File: config.mk
export PLATFORM = sky130hd
export DESIGN_NAME = seq_alu_unit_flat
export DESIGN_NICKNAME = d
export VERILOG_FILES = /design/src/rtl/alu_pkg.sv /design/src/rtl/seq_alu_unit_if.sv /design/src/rtl/seq_alu_iter.sv /design/src/rtl/seq_alu_unit.sv /design/src/flat_wrapper.sv
export SDC_FILE = /design/constraint.sdc
export NUM_CORES = 1
export LEC_CHECK = 0
export ABC_AREA = 1
export CAP_MARGIN = 20
export CORE_MARGIN = 8
export CORE_UTILIZATION = 53
export DETAILED_ROUTE_END_ITERATION = 8
export PLACE_DENSITY = 0.88
export SLEW_MARGIN = 30
export SYNTH_ARGS = -nofsm -noshare
export SYNTH_HDL_FRONTEND = slang
export SYNTH_SLANG_ARGS = --single-unit
File: constraint.sdc
create_clock -name CLK -period 1.8 [get_ports CLK]
set_input_delay 0.18 -clock CLK [delete_from_list [all_inputs] [get_ports CLK]]
set_output_delay 0.18 -clock CLK [all_outputs]
set_load 0.02 [all_outputs]
File: src/rtl/alu_pkg.sv
// +----------------------------------------------------------------------------+
// | alu_pkg                                                                    |
// | Shared opcodes, FSM state encoding and helper functions for seq_alu_unit.  |
// | Revision: 1.0                                                              |
// +----------------------------------------------------------------------------+
`default_nettype none

package alu_pkg;

    localparam logic [2:0] OP_FWD = 3'b000;
    localparam logic [2:0] OP_ADD = 3'b001;
    localparam logic [2:0] OP_AND = 3'b010;
    localparam logic [2:0] OP_OR  = 3'b011;
    localparam logic [2:0] OP_MUL = 3'b100;
    localparam logic [2:0] OP_SLL = 3'b101;
    localparam logic [2:0] OP_SRL = 3'b110;
    localparam logic [2:0] OP_ROR = 3'b111;

    localparam logic [3:0] MUL_ITERS = 4'd8;

    typedef enum logic [1:0] {
        ST_IDLE = 2'd0,
        ST_EXEC = 2'd1,
        ST_DONE = 2'd2
    } alu_state_t;

    function automatic logic [3:0] iter_count(input logic [2:0] op, input logic [2:0] amt);
        case (op)
            OP_MUL:                 return MUL_ITERS;
            OP_SLL, OP_SRL, OP_ROR: return {1'b0, amt};
            default:                return 4'd0;
        endcase
    endfunction

    // Zero-iteration results; shifts only reach here when amt is 0.
    function automatic logic [7:0] single_cycle_result(input logic [2:0] op,
                                                       input logic [7:0] a,
                                                       input logic [7:0] b);
        case (op)
            OP_FWD:                 return b;
            OP_ADD:                 return a + b;
            OP_AND:                 return a & b;
            OP_OR:                  return a | b;
            OP_SLL, OP_SRL, OP_ROR: return a;
            default:                return 8'h00;
        endcase
    endfunction

endpackage

`default_nettype wire

File: src/rtl/seq_alu_unit_if.sv
// +----------------------------------------------------------------------------+
// | seq_alu_unit_if                                                            |
// | Operand/opcode request and result/status bundle of the sequential ALU.    |
// | Revision: 1.0                                                              |
// +----------------------------------------------------------------------------+
`default_nettype none

interface seq_alu_unit_if #(
    parameter int WIDTH = 8
);
    logic [WIDTH-1:0] DATA1;
    logic [WIDTH-1:0] DATA2;
    logic [2:0]       SELECT;
    logic             START;
    logic [WIDTH-1:0] RESULT;
    logic             ZERO;
    logic             BUSY;
    logic             DONE;

    modport master (
        output DATA1, DATA2, SELECT, START,
        input  RESULT, ZERO, BUSY, DONE
    );

    modport slave (
        input  DATA1, DATA2, SELECT, START,
        output RESULT, ZERO, BUSY, DONE
    );
endinterface

`default_nettype wire

File: src/rtl/seq_alu_iter.sv
// +----------------------------------------------------------------------------+
// | seq_alu_iter                                                               |
// | Iterative datapath: shift-add multiply and 1-bit-per-step shift/rotate.   |
// | Revision: 1.0                                                              |
// +----------------------------------------------------------------------------+
`default_nettype none

module seq_alu_iter
    import alu_pkg::*;
(
    input  logic       CLK,
    input  logic       RESET,
    input  logic       i_load,
    input  logic       i_step,
    input  logic [2:0] i_op,
    input  logic [7:0] i_data1,
    input  logic [7:0] i_mplier,
    input  logic [3:0] i_iters,
    output logic [7:0] o_value,
    output logic       o_last
);

    logic [7:0] r_acc;
    logic [7:0] r_work;
    logic [3:0] r_cnt;

    logic [7:0] w_next_acc;
    logic [7:0] w_next_work;

    // For MUL the working register is the multiplicand shifted left by cnt.
    always_comb begin
        w_next_acc  = i_mplier[r_cnt[2:0]] ? (r_acc + r_work) : r_acc;
        w_next_work = r_work;
        case (i_op)
            OP_MUL, OP_SLL: w_next_work = {r_work[6:0], 1'b0};
            OP_SRL:         w_next_work = {1'b0, r_work[7:1]};
            OP_ROR:         w_next_work = {r_work[0], r_work[7:1]};
            default:        w_next_work = r_work;
        endcase
    end

    assign o_value = (i_op == OP_MUL) ? w_next_acc : w_next_work;
    assign o_last  = (r_cnt == (i_iters - 4'd1));

    always_ff @(posedge CLK) begin
        if (RESET) begin
            r_acc  <= 8'h00;
            r_work <= 8'h00;
            r_cnt  <= 4'd0;
        end else if (i_load) begin
            r_acc  <= 8'h00;
            r_work <= i_data1;
            r_cnt  <= 4'd0;
        end else if (i_step) begin
            r_acc  <= w_next_acc;
            r_work <= w_next_work;
            r_cnt  <= r_cnt + 4'd1;
        end
    end

endmodule

`default_nettype wire

File: src/rtl/seq_alu_unit.sv
// +----------------------------------------------------------------------------+
// | seq_alu_unit                                                               |
// | Multi-cycle 8-bit ALU: control FSM, operand latches and result register.  |
// | Revision: 1.0                                                              |
// +----------------------------------------------------------------------------+
`default_nettype none

module seq_alu_unit
    import alu_pkg::*;
(
    input  logic           CLK,
    input  logic           RESET,
    seq_alu_unit_if.slave  bus
);

    alu_state_t r_state;
    logic [2:0] r_op;
    logic [7:0] r_b;
    logic [3:0] r_iters;
    logic [7:0] r_result;

    logic [3:0] w_iters;
    logic       w_load;
    logic [7:0] w_iter_value;
    logic       w_last;

    assign w_iters = iter_count(bus.SELECT, bus.DATA2[2:0]);
    assign w_load  = (r_state == ST_IDLE) && bus.START && (w_iters != 4'd0);

    // DATA1 is captured into the iterator's working register on load.
    seq_alu_iter u_iter (
        .CLK      (CLK),
        .RESET    (RESET),
        .i_load   (w_load),
        .i_step   (r_state == ST_EXEC),
        .i_op     (r_op),
        .i_data1  (bus.DATA1),
        .i_mplier (r_b),
        .i_iters  (r_iters),
        .o_value  (w_iter_value),
        .o_last   (w_last)
    );

    always_ff @(posedge CLK) begin
        if (RESET) begin
            r_state  <= ST_IDLE;
            r_op     <= OP_FWD;
            r_b      <= 8'h00;
            r_iters  <= 4'd0;
            r_result <= 8'h00;
        end else begin
            case (r_state)
                ST_IDLE: begin
                    if (bus.START) begin
                        r_op    <= bus.SELECT;
                        r_b     <= bus.DATA2;
                        r_iters <= w_iters;
                        if (w_iters == 4'd0) begin
                            r_result <= single_cycle_result(bus.SELECT, bus.DATA1, bus.DATA2);
                            r_state  <= ST_DONE;
                        end else begin
                            r_state  <= ST_EXEC;
                        end
                    end
                end
                ST_EXEC: begin
                    if (w_last) begin
                        r_result <= w_iter_value;
                        r_state  <= ST_DONE;
                    end
                end
                ST_DONE: r_state <= ST_IDLE;
                default: r_state <= ST_IDLE;
            endcase
        end
    end

    assign bus.RESULT = r_result;
    assign bus.ZERO   = (r_result == 8'h00);
    assign bus.BUSY   = (r_state != ST_IDLE);
    assign bus.DONE   = (r_state == ST_DONE);

endmodule

`default_nettype wire
File: src/flat_wrapper.sv
// flat-port wrapper written by rule: the top's interface ports become plain ports
module seq_alu_unit_flat import alu_pkg::*;
  (CLK, RESET, bus_DATA1, bus_DATA2, bus_SELECT, bus_START, bus_RESULT, bus_ZERO, bus_BUSY, bus_DONE);
  seq_alu_unit_if bus_i ();
  input  logic CLK;
  input  logic RESET;
  input wire logic [$bits(bus_i.DATA1)-1:0] bus_DATA1;
  input wire logic [$bits(bus_i.DATA2)-1:0] bus_DATA2;
  input wire logic [$bits(bus_i.SELECT)-1:0] bus_SELECT;
  input wire logic [$bits(bus_i.START)-1:0] bus_START;
  output wire logic [$bits(bus_i.RESULT)-1:0] bus_RESULT;
  output wire logic [$bits(bus_i.ZERO)-1:0] bus_ZERO;
  output wire logic [$bits(bus_i.BUSY)-1:0] bus_BUSY;
  output wire logic [$bits(bus_i.DONE)-1:0] bus_DONE;
  assign bus_i.DATA1 = bus_DATA1;
  assign bus_i.DATA2 = bus_DATA2;
  assign bus_i.SELECT = bus_SELECT;
  assign bus_i.START = bus_START;
  assign bus_RESULT = bus_i.RESULT;
  assign bus_ZERO = bus_i.ZERO;
  assign bus_BUSY = bus_i.BUSY;
  assign bus_DONE = bus_i.DONE;
  seq_alu_unit u_core (.CLK(CLK), .RESET(RESET), .bus(bus_i));
endmodule
==> results of run 1 <==
[cells by family (layout without fill, tap and decap cells)]
kind of cell,Yosys count,count (layout)
simple gates,280,282
buf+inv,106,201
compound gates,97,97
flops,45,45
fa+ha+maj,27,27
xor+xnor,8,8
[worst max-delay path, cell delays in order]
cell and delay, ns:
clkdlybuf4s50_1 0.51, inv_1 0.08, ha_1 0.36, nand2_1 0.10
inv_1 0.04, a21oi_1 0.17, nand3_1 0.10, nand3_1 0.13
nand2_1 0.07, a21oi_1 0.13, a21oi_1 0.08
[placed cells by master (no fill, tap or decap), types with 4 or more instances in the layout]
| cell type | count |
|---|---|
| inv_1 | 87 |
| nand2_2 | 7 |
| xor2_1 | 6 |
| dfxtp_1 | 41 |
| buf_4 | 68 |
| o22ai_1 | 9 |
| nand4_1 | 7 |
| nor2_1 | 42 |
| ha_1 | 18 |
| a21oi_2 | 10 |
| dlymetal6s2s_1 | 4 |
| nand2_4 | 4 |
| ha_4 | 5 |
| o21ai_1 | 4 |
| clkbuf_8 | 6 |
| a21oi_1 | 33 |
| o21ai_0 | 24 |
| nand2_1 | 157 |
| nand3_1 | 49 |
| a31oi_1 | 9 |
| dfxtp_2 | 4 |
| clkdlybuf4s50_1 | 28 |
[cells in the mapped netlist, types with 6 or more instances]
master,count,area (um2)
nand2_1,164,616
inv_1,88,330
nand3_1,50,250
dfxtp_1,45,901
nor2_1,42,158
a21oi_1,36,180
o21ai_0,27,135
ha_1,25,313
a31oi_1,9,56.3
o22ai_1,9,56.3
a21oi_2,7,61.3
nand4_1,7,43.8
clkbuf_1,6,22.5
xor2_1,6,52.6
[flip-flops by register name, indices dropped and copies added (netlist names)]
name / count
u_core.bus.RESULT: 8
u_core.r_b: 8
u_core.r_iters: 4
u_core.r_op: 3
u_core.r_state: 2
u_core.u_iter.r_acc: 8
u_core.u_iter.r_cnt: 4
u_core.u_iter.r_work: 8
[final timing paths]
kind / end / slack [ns] / cells past startpoint
worst min-delay path: u_core.r_b[0]$_SDFFE_PP0P_ / 0.32 / 4
worst max-delay path: u_core.bus.RESULT[7]$_SDFFE_PP0P_ / 0.05 / 11
worst min register to register: u_core.r_iters[3]$_SDFFE_PP0P_ / 0.49 / 2
worst max register to register: u_core.bus.RESULT[4]$_SDFFE_PP0P_ / 0.06 / 11
[final cells by class]
cell class	count	area share (%)
Tap cell	77	2.08
Timing Repair Buffer	100	18.2
Clock buffer	7	1.86
Inverter	93	7.59
Multi-Input combinational cell	414	50.1
Clock inverter	1	0.649
Sequential cell	45	19.6
[through the flow]
step	setup slack [ns]	std cells	hold slack [ns]	instance area (um2)
floorplan	0.115	563	0.309	3490
finish	0.0548	737	0.318	4630
global route	-0.0317	737	0.344	4630
global placement	-0.293	727	0.469	4350
detailed placement	-0.339	727	0.484	4350
CTS	0.00211	735	0.496	4480
[metal layers]
metal | vias to the layer above | track usage [%] | part of all wire (%)
li1 | 2010 | - | -
met1 | 1901 | 25.2 | 40
met2 | 200 | 37.9 | 50
met3 | 26 | 3.27 | 7.4
met4 | 0 | 6.75 | 2.4
met5 | - | 0 | 0
[power by group]
group	internal (mW)	switching [mW]
registers	1.09	0.0751
clock network	0.453	0.344
logic	0.479	0.681
[what timing repair did]
action	CTS	global route
pin swaps	0	8
gates cloned	0	2
setup endpoints to repair	8	11
resized for setup	5	34
==> metrics, run 1 <==
vias per inst=5.61; DRT Wirelength=10.9 mm; vias in the first global route=3845; Synth Register Bits=45; Starting Density=55.0%; CTS clock-pin slew for the worst setup and hold paths=0.09 ns; TritonCTS clock tree=yes; Final Util=72.9%; mux contribution to synthesized area=0%; outcome=completed; Worst-Margin Slew=0.395 ns; Mapped Cells=563; min-delay src=bus_DATA2[0]; Hold Fails Final Rpt=0; register area=906 um2; Synth Area in Compound Gates=15.8%; 1st-iter DRT viols=339; cell row count=29; average size of a mapped cell=6.21 um2; Post-Synth Simple-Gate Area=34.3%; VDD IR-drop max=0.503 mV; die height=97.2 um; CP required=1.99 ns; number of buffers created by CTS=5; layout cells sized above 1=18.8%; Period Utilization, post-route=97.0%; fillcell total=505; quantity of I/O buffers inserted on ports=32; HPWL reported at the end of detailed placement=8.24 mm; ys async rst share=0%; clk sinks=45; drt first pass iters=5; FMAX=573 MHz; nets=708; startpoint types=primary input; Max clock buf depth=2; crit path DAT=1.93 ns; Yosys warning count=0; Tot Pwr=3.12 mW; setup TNS=0 ns; Synth Area in Adders=10.1%; worst hold path type=primary input to flop; Core Box Area=0.00635 mm2; Pins Over Slew Limit=0; power per cell area=674 mW/mm2; Max-Cap Viols=0; xor/xnor share of the synthesized area=2.01%; normalized max-slew margin=73.6%; mapped cell area=0.00349 mm2; postcts setup bufs=0; Crit. End Element=flop; DR vias=4137; Static Leak=2.30 nW; GRT Residual Overflow=0; Placer Congestion=0.893; Syn Nets=612; Post-synth EDFFs=0; Reg-to-Reg Start=u_core.u_iter.r_work[0]$_SDFFE_PP0P_; sequential area share after synthesis=25.8%; DIE AREA=0.00945 mm2; total global-route track usage=21.3%; first-pass GRT wire length=17.2 mm; multi-input combinational cell area=0.00232 mm2; antenna violations before repair=0; htree depth=2; total I/O pin count=33; Main synth FF type=dfxtp_1; min Tclk post-route=1.75 ns; area grow syn2layout=32.5%; CP Class=primary input to flop; die width=97.2 um; n_diodes=0; Root Driver=clkbuf_8; crit-path max FO=4; largest net degree at the start of global routing=28; Post-CTS Hold Buffers=0; worst skew pair latency=0.30 ns; # DRC=0; setup-violating endpoint count in the final report=0; DRT antenna net count=0; routed len/inst=14.8 um; largest family of logic cells by synthesized area=simple AND/OR/NAND/NOR gates; Clock Skews=0.00657 ns; Worst setup startpoint=bus_DATA2[5]; library cells used by synthesis=36
Note: power is estimated with default switching activity, not from simulation.
==> run 2, diff against run 1 <==
- CELL_PAD_IN_SITES_DETAIL_PLACEMENT: default -> 1
- CELL_PAD_IN_SITES_GLOBAL_PLACEMENT: default -> 2
- CORE_UTILIZATION: 53 -> 28
- HOLD_SLACK_MARGIN: default -> 0.03
- PLACE_DENSITY: 0.88 -> 0.86
==> run 2 against run 1 <==
Net effect: via count down 5.1%; clock skew is 0.0011 ns lower; clock power up 52%; maximum frequency is 2.7% higher; combinational power increased by 5%; largest cell class unchanged; largest power group is now combinational logic.
==> metrics, run 2 (synthesized netlist as in run 1, its figures left out) <==
outcome=completed; commonest cells after routing, fill and taps aside=154 x nand2_1, 86 x inv_1, 78 x buf_4; setup TNS=0 ns; nets=719; layout cells sized above 1=22.7%; 1st-iter DRT viols=171; Static Leak=2.41 nW; Post-Place Worst Slack=-0.394 ns; crit-path max FO=2; commonest non-fill, non-tap cell in the layout=nand2_1; Core Box Area=0.0124 mm2; Max-Cap Viols=0; Starting Density=28.1%; TritonCTS clock tree=yes; min-delay src=bus_DATA1[0]; normalized max-slew margin=77.2%; vias in the first global route=4215; quantity of I/O buffers inserted on ports=32; GRT Residual Overflow=0; setup-violating endpoint count in the final report=0; Post-CTS Hold Buffers=0; crit path DAT=1.93 ns; n_diodes=0; total I/O pin count=33; drt first pass iters=4; CTS clock-pin slew for the worst setup and hold paths=0.07 ns; startpoint types=flop; CP Class=flop to flop; flop2flop setup slack=0.1 ns; die height=128 um; hold path depth=4; number of buffers created by CTS=5; worst hold endpoint=u_core.u_iter.r_work[0]$_SDFFE_PP0P_; area grow syn2layout=42.5%; min Tclk post-route=1.70 ns; Cell Area, Placed=0.00457 mm2; Finished Cell Area=0.00498 mm2; DRT Wirelength=12.4 mm; Period Utilization, post-route=94.4%; VDD IR-drop max=0.361 mV; FMAX=588 MHz; total global-route track usage=15.2%; clk sinks=45; Hold Fails Final Rpt=0; Max clock buf depth=2; vias per inst=4.66; Root Driver=clkbuf_16; htree depth=2; # DRC=0; routed len/inst=14.7 um; Crit. End Element=flop; final worst slack=0.100 ns; DR vias=3927; RSZ-0062 raised after global routing=true; HPWL reported at the end of detailed placement=9.94 mm; DRT antenna net count=0; Clock Skews=0.00543 ns; CP required=2.03 ns; worst skew pair latency=0.29 ns; first-pass GRT wire length=20.2 mm; DIE AREA=0.0163 mm2; Placer Congestion=0.869; r2r worst-path depth=8; cell row count=41; die width=128 um; FF-to-FF End=u_core.bus.RESULT[2]$_SDFFE_PP0P_; power per cell area=720 mW/mm2; Worst-Margin Slew=0.340 ns; Pins Over Slew Limit=0; Tot Pwr=3.58 mW; Reg-to-Reg Start=u_core.u_iter.r_work[0]$_SDFFE_PP0P_; largest net degree at the start of global routing=28; Hold WS=0.354 ns; worst hold path type=primary input to flop; antenna violations before repair=0
==> run 2: changes by cell type in the layout (fill, tap and decap cells not counted), moves of 5 or more <==
cell       before  now
dfxtp_1        41   36
dfxtp_2         4    9
clkbuf_8        6    0
clkbuf_16       0    5
buf_4          68   78
==> run 2: critical path: stages, from the launching register on <==
cell	delay, ns
dfxtp_2	0.36
ha_4	0.14
inv_2	0.04
fa_2	0.36
xor2_1	0.15
o21ai_1	0.22
o21ai_0	0.11
buf_4	0.16
a21oi_2	0.10
==> run 2: layout make-up <==
| class | instances | area, um2 |
|---|---|---|
| inverters | 93 | 352 |
| well taps | 172 | 215 |
| fillers | 1641 | 7430 |
| multi-input cells | 414 | 2370 |
| clock inverters | 3 | 65.1 |
| repair buffers | 111 | 937 |
| flip-flops and latches | 45 | 912 |
| clock buffers | 5 | 125 |
==> run 2: routing by layer <==
metal | part of all wire [%] | GRT usage, % | up-vias
met5 | 0 | 0 | -
met4 | 1.8 | 4.97 | 0
met1 | 43 | 17.8 | 1843
li1 | - | - | 2021
met3 | 2.5 | 1.91 | 12
met2 | 52 | 28.1 | 51
==> run 2: repair_timing <==
action | 4_1_cts | 5_1_grt
gates cloned | 0 | 2
endpoints found under the setup margin | 10 | 13
buffers inserted | 1 | 0
pin swaps | 8 | 7
resized for setup | 16 | 46
==> run 2: power by group <==
part	switching, mW	leakage [nW]	internal, mW
Clock	0.412	0.0938	0.794
Combinational	0.708	1.94	0.508
Sequential	0.0716	0.373	1.09
==> run 2: worst max-delay path by stage <==
stage	from	cells after the start	end	slack, ns
6_report	u_core.u_iter.r_work[0]$_SDFFE_PP0P_	8	u_core.bus.RESULT[2]$_SDFFE_PP0P_	0.1
5_1_grt	u_core.u_iter.r_work[3]$_SDFFE_PP0P_	13	u_core.bus.RESULT[6]$_SDFFE_PP0P_	-0.009
4_1_cts	bus_DATA2[0]	10	u_core.bus.RESULT[2]$_SDFFE_PP0P_	0.002
3_5_place_dp	bus_DATA2[0]	10	u_core.bus.RESULT[2]$_SDFFE_PP0P_	-0.39
3_3_place_gp	bus_DATA2[0]	10	u_core.bus.RESULT[2]$_SDFFE_PP0P_	-0.34
2_1_floorplan	u_core.u_iter.r_work[0]$_SDFFE_PP0P_	11	u_core.bus.RESULT[4]$_SDFFE_PP0P_	0.11
==> run 2: through the flow <==
step / utilization [%] / instances
3_5_place_dp: 36.8 / 834
3_3_place_gp: 36.8 / 834
2_1_floorplan: - / 563
4_1_cts: 38.6 / 841
6_report: 40.1 / 843
5_1_grt: 40.1 / 843
==> run 3, diff against run 2 <==
- SKIP_LAST_GASP: default -> 1
==> run 3 against run 2 <==
Net effect: critical path type is now primary input to flop; sequential share of layout area about the same; core utilization shrank 0.14 points; non-clock buffer count unchanged; highest routed layer unchanged; register-to-register slack hardly changed; maximum frequency fell by 0.89%; largest cell class unchanged.
==> metrics, run 3 (synthesized netlist as in run 1, its figures left out) <==
VDD IR-drop max=0.361 mV; critical-path cell list=clkdlybuf4s50_1, inv_1, ha_1, nand2_1, inv_1, a21oi_1, nand3_1, nand3_1, nand2_1, a21oi_2, a21oi_1; cell row count=41; htree depth=2; register area=911 um2; total I/O pin count=33; worst skew pair latency=0.29 ns; Clock power frac=33.7%; fillcell total=1643; Int Power=2.39 mW; cell family with most CP delay=buffers and inverters; commonest cells after routing, fill and taps aside=154 x nand2_1, 86 x inv_1, 78 x buf_4; setup-violating endpoint count in the final report=0; outcome=completed; CP required=1.98 ns; Max clock buf depth=2; total global-route track usage=15.2%; number of buffers created by CTS=5; vias in the first global route=4215; Clock Skews=0.00545 ns; switch share=33.2%; final worst slack=0.0848 ns; largest net degree at the start of global routing=28; Final Util=40.0%; CTS clock-pin slew for the worst setup and hold paths=0.07 ns; Worst-Margin Slew=0.341 ns; Static Leak=2.39 nW; min Tclk post-route=1.72 ns; DRT antenna net count=0; Net Switching=1.19 mW; Max-Cap Viols=0; multi-input combinational cell area=0.00236 mm2; Tot Pwr=3.58 mW; Starting Density=28.1%; Pins Over Slew Limit=0; startpoint types=primary input; DIE AREA=0.0163 mm2; vias per inst=4.67; die width=128 um; routed len/inst=14.7 um; 1st-iter DRT viols=164; sequential power share=32.4%; normalized max-slew margin=77.2%; Period Utilization, post-route=95.3%; drt first pass iters=4; DR vias=3941; layout cells sized above 1=22.1%; Placer Congestion=0.869; Hold WS=0.352 ns; fin cells=843; power per cell area=721 mW/mm2; crit-path max FO=3; flop2flop setup slack=0.09 ns; nets=719; Root Driver=clkbuf_16; n_diodes=0; RSZ-0062 raised after global routing=true; commonest non-fill, non-tap cell in the layout=nand2_1; FMAX=583 MHz; worst hold path type=primary input to flop; GRT Residual Overflow=0; die height=128 um; crit path buf inv count=3; slowest cell on the critical path=clkdlybuf4s50_1; combinational share of power=33.9%; area grow syn2layout=42.0%; Crit. End Element=flop; HPWL reported at the end of detailed placement=9.94 mm; Post-CTS Hold Buffers=0; crit path DAT=1.90 ns; antenna violations before repair=0; Post-Place Worst Slack=-0.394 ns; Crit path largest cell delay=0.49 ns; # DRC=0; clk sinks=45; CP Class=primary input to flop; placed insts=834; Core Box Area=0.0124 mm2; Hold Fails Final Rpt=0; TritonCTS clock tree=yes; DRT Wirelength=12.4 mm; first-pass GRT wire length=20.2 mm; quantity of I/O buffers inserted on ports=32
==> run 3: cell count changes in the layout (fill, tap and decap cells not counted), sizes merged <==
cell,delta
clkdlybuf4s50,+1
dlymetal6s2s,-1
==> run 3: final timing paths <==
| kind | endpoint | startpoint | depth (start not counted) |
|---|---|---|---|
| hold / removal | u_core.u_iter.r_work[0]$_SDFFE_PP0P_ | bus_DATA1[0] | 4 |
| hold reg to reg | u_core.r_iters[3]$_SDFFE_PP0P_ | u_core.r_iters[3]$_SDFFE_PP0P_ | 2 |
| setup / recovery | u_core.bus.RESULT[7]$_SDFFE_PP0P_ | bus_DATA2[6] | 11 |
| setup reg to reg | u_core.bus.RESULT[4]$_SDFFE_PP0P_ | u_core.u_iter.r_work[0]$_SDFFE_PP0P_ | 11 |
==> run 3: per-stage QoR <==
stage               TNS (ns)  cell area, um2
floorplan                  0            3490
detailed placement     -2.90            4570
finish                     0            4960
global placement       -1.69            4570
global route         -0.0488            4960
CTS                        0            4790
==> run 3: repair_timing <==
item | 4_1_cts | 5_1_grt
gates resized for setup | 16 | 41
setup buffers | 1 | 0
setup endpoints to repair | 10 | 13
pin swaps | 8 | 6
gates cloned | 0 | 2
==> run 3: metal layers <==
layer  vias to the layer above  GRT usage, %  routed length [um]
li1                       2022             -                   -
met1                      1850          17.8                5460
met2                        52          28.1                6390
met3                        17          1.91                 238
met4                         0          4.97                 269
met5                         -             0                   0
==> run 3: area by class of cell <==
class                   instances  share of cell area [%]
clock buffers                   5                    2.52
clock inverters                 3                    1.31
inverters                      93                    7.09
multi-input cells             414                    47.6
flip-flops and latches         45                    18.4
well taps                     172                    4.34
repair buffers                111                    18.8
==> run 3: power by group through the flow <==
| stage | combinational, mW | sequential [mW] | clock (mW) |
|---|---|---|---|
| floorplan | 0.621 | 1.19 | 0 |
| global placement | 1.10 | 1.18 | 0 |
| detailed placement | 1.14 | 1.18 | 0 |
| CTS | 1.15 | 1.16 | 1.23 |
| global route | 1.35 | 1.17 | 1.25 |
| finish | 1.21 | 1.16 | 1.21 |
==> run 3: worst min-delay path, delay by kind of cell <==
family,cells,cell delay [ns]
buf+inv,2,0.29
simple gates,1,0.06
compound gates,1,0.07
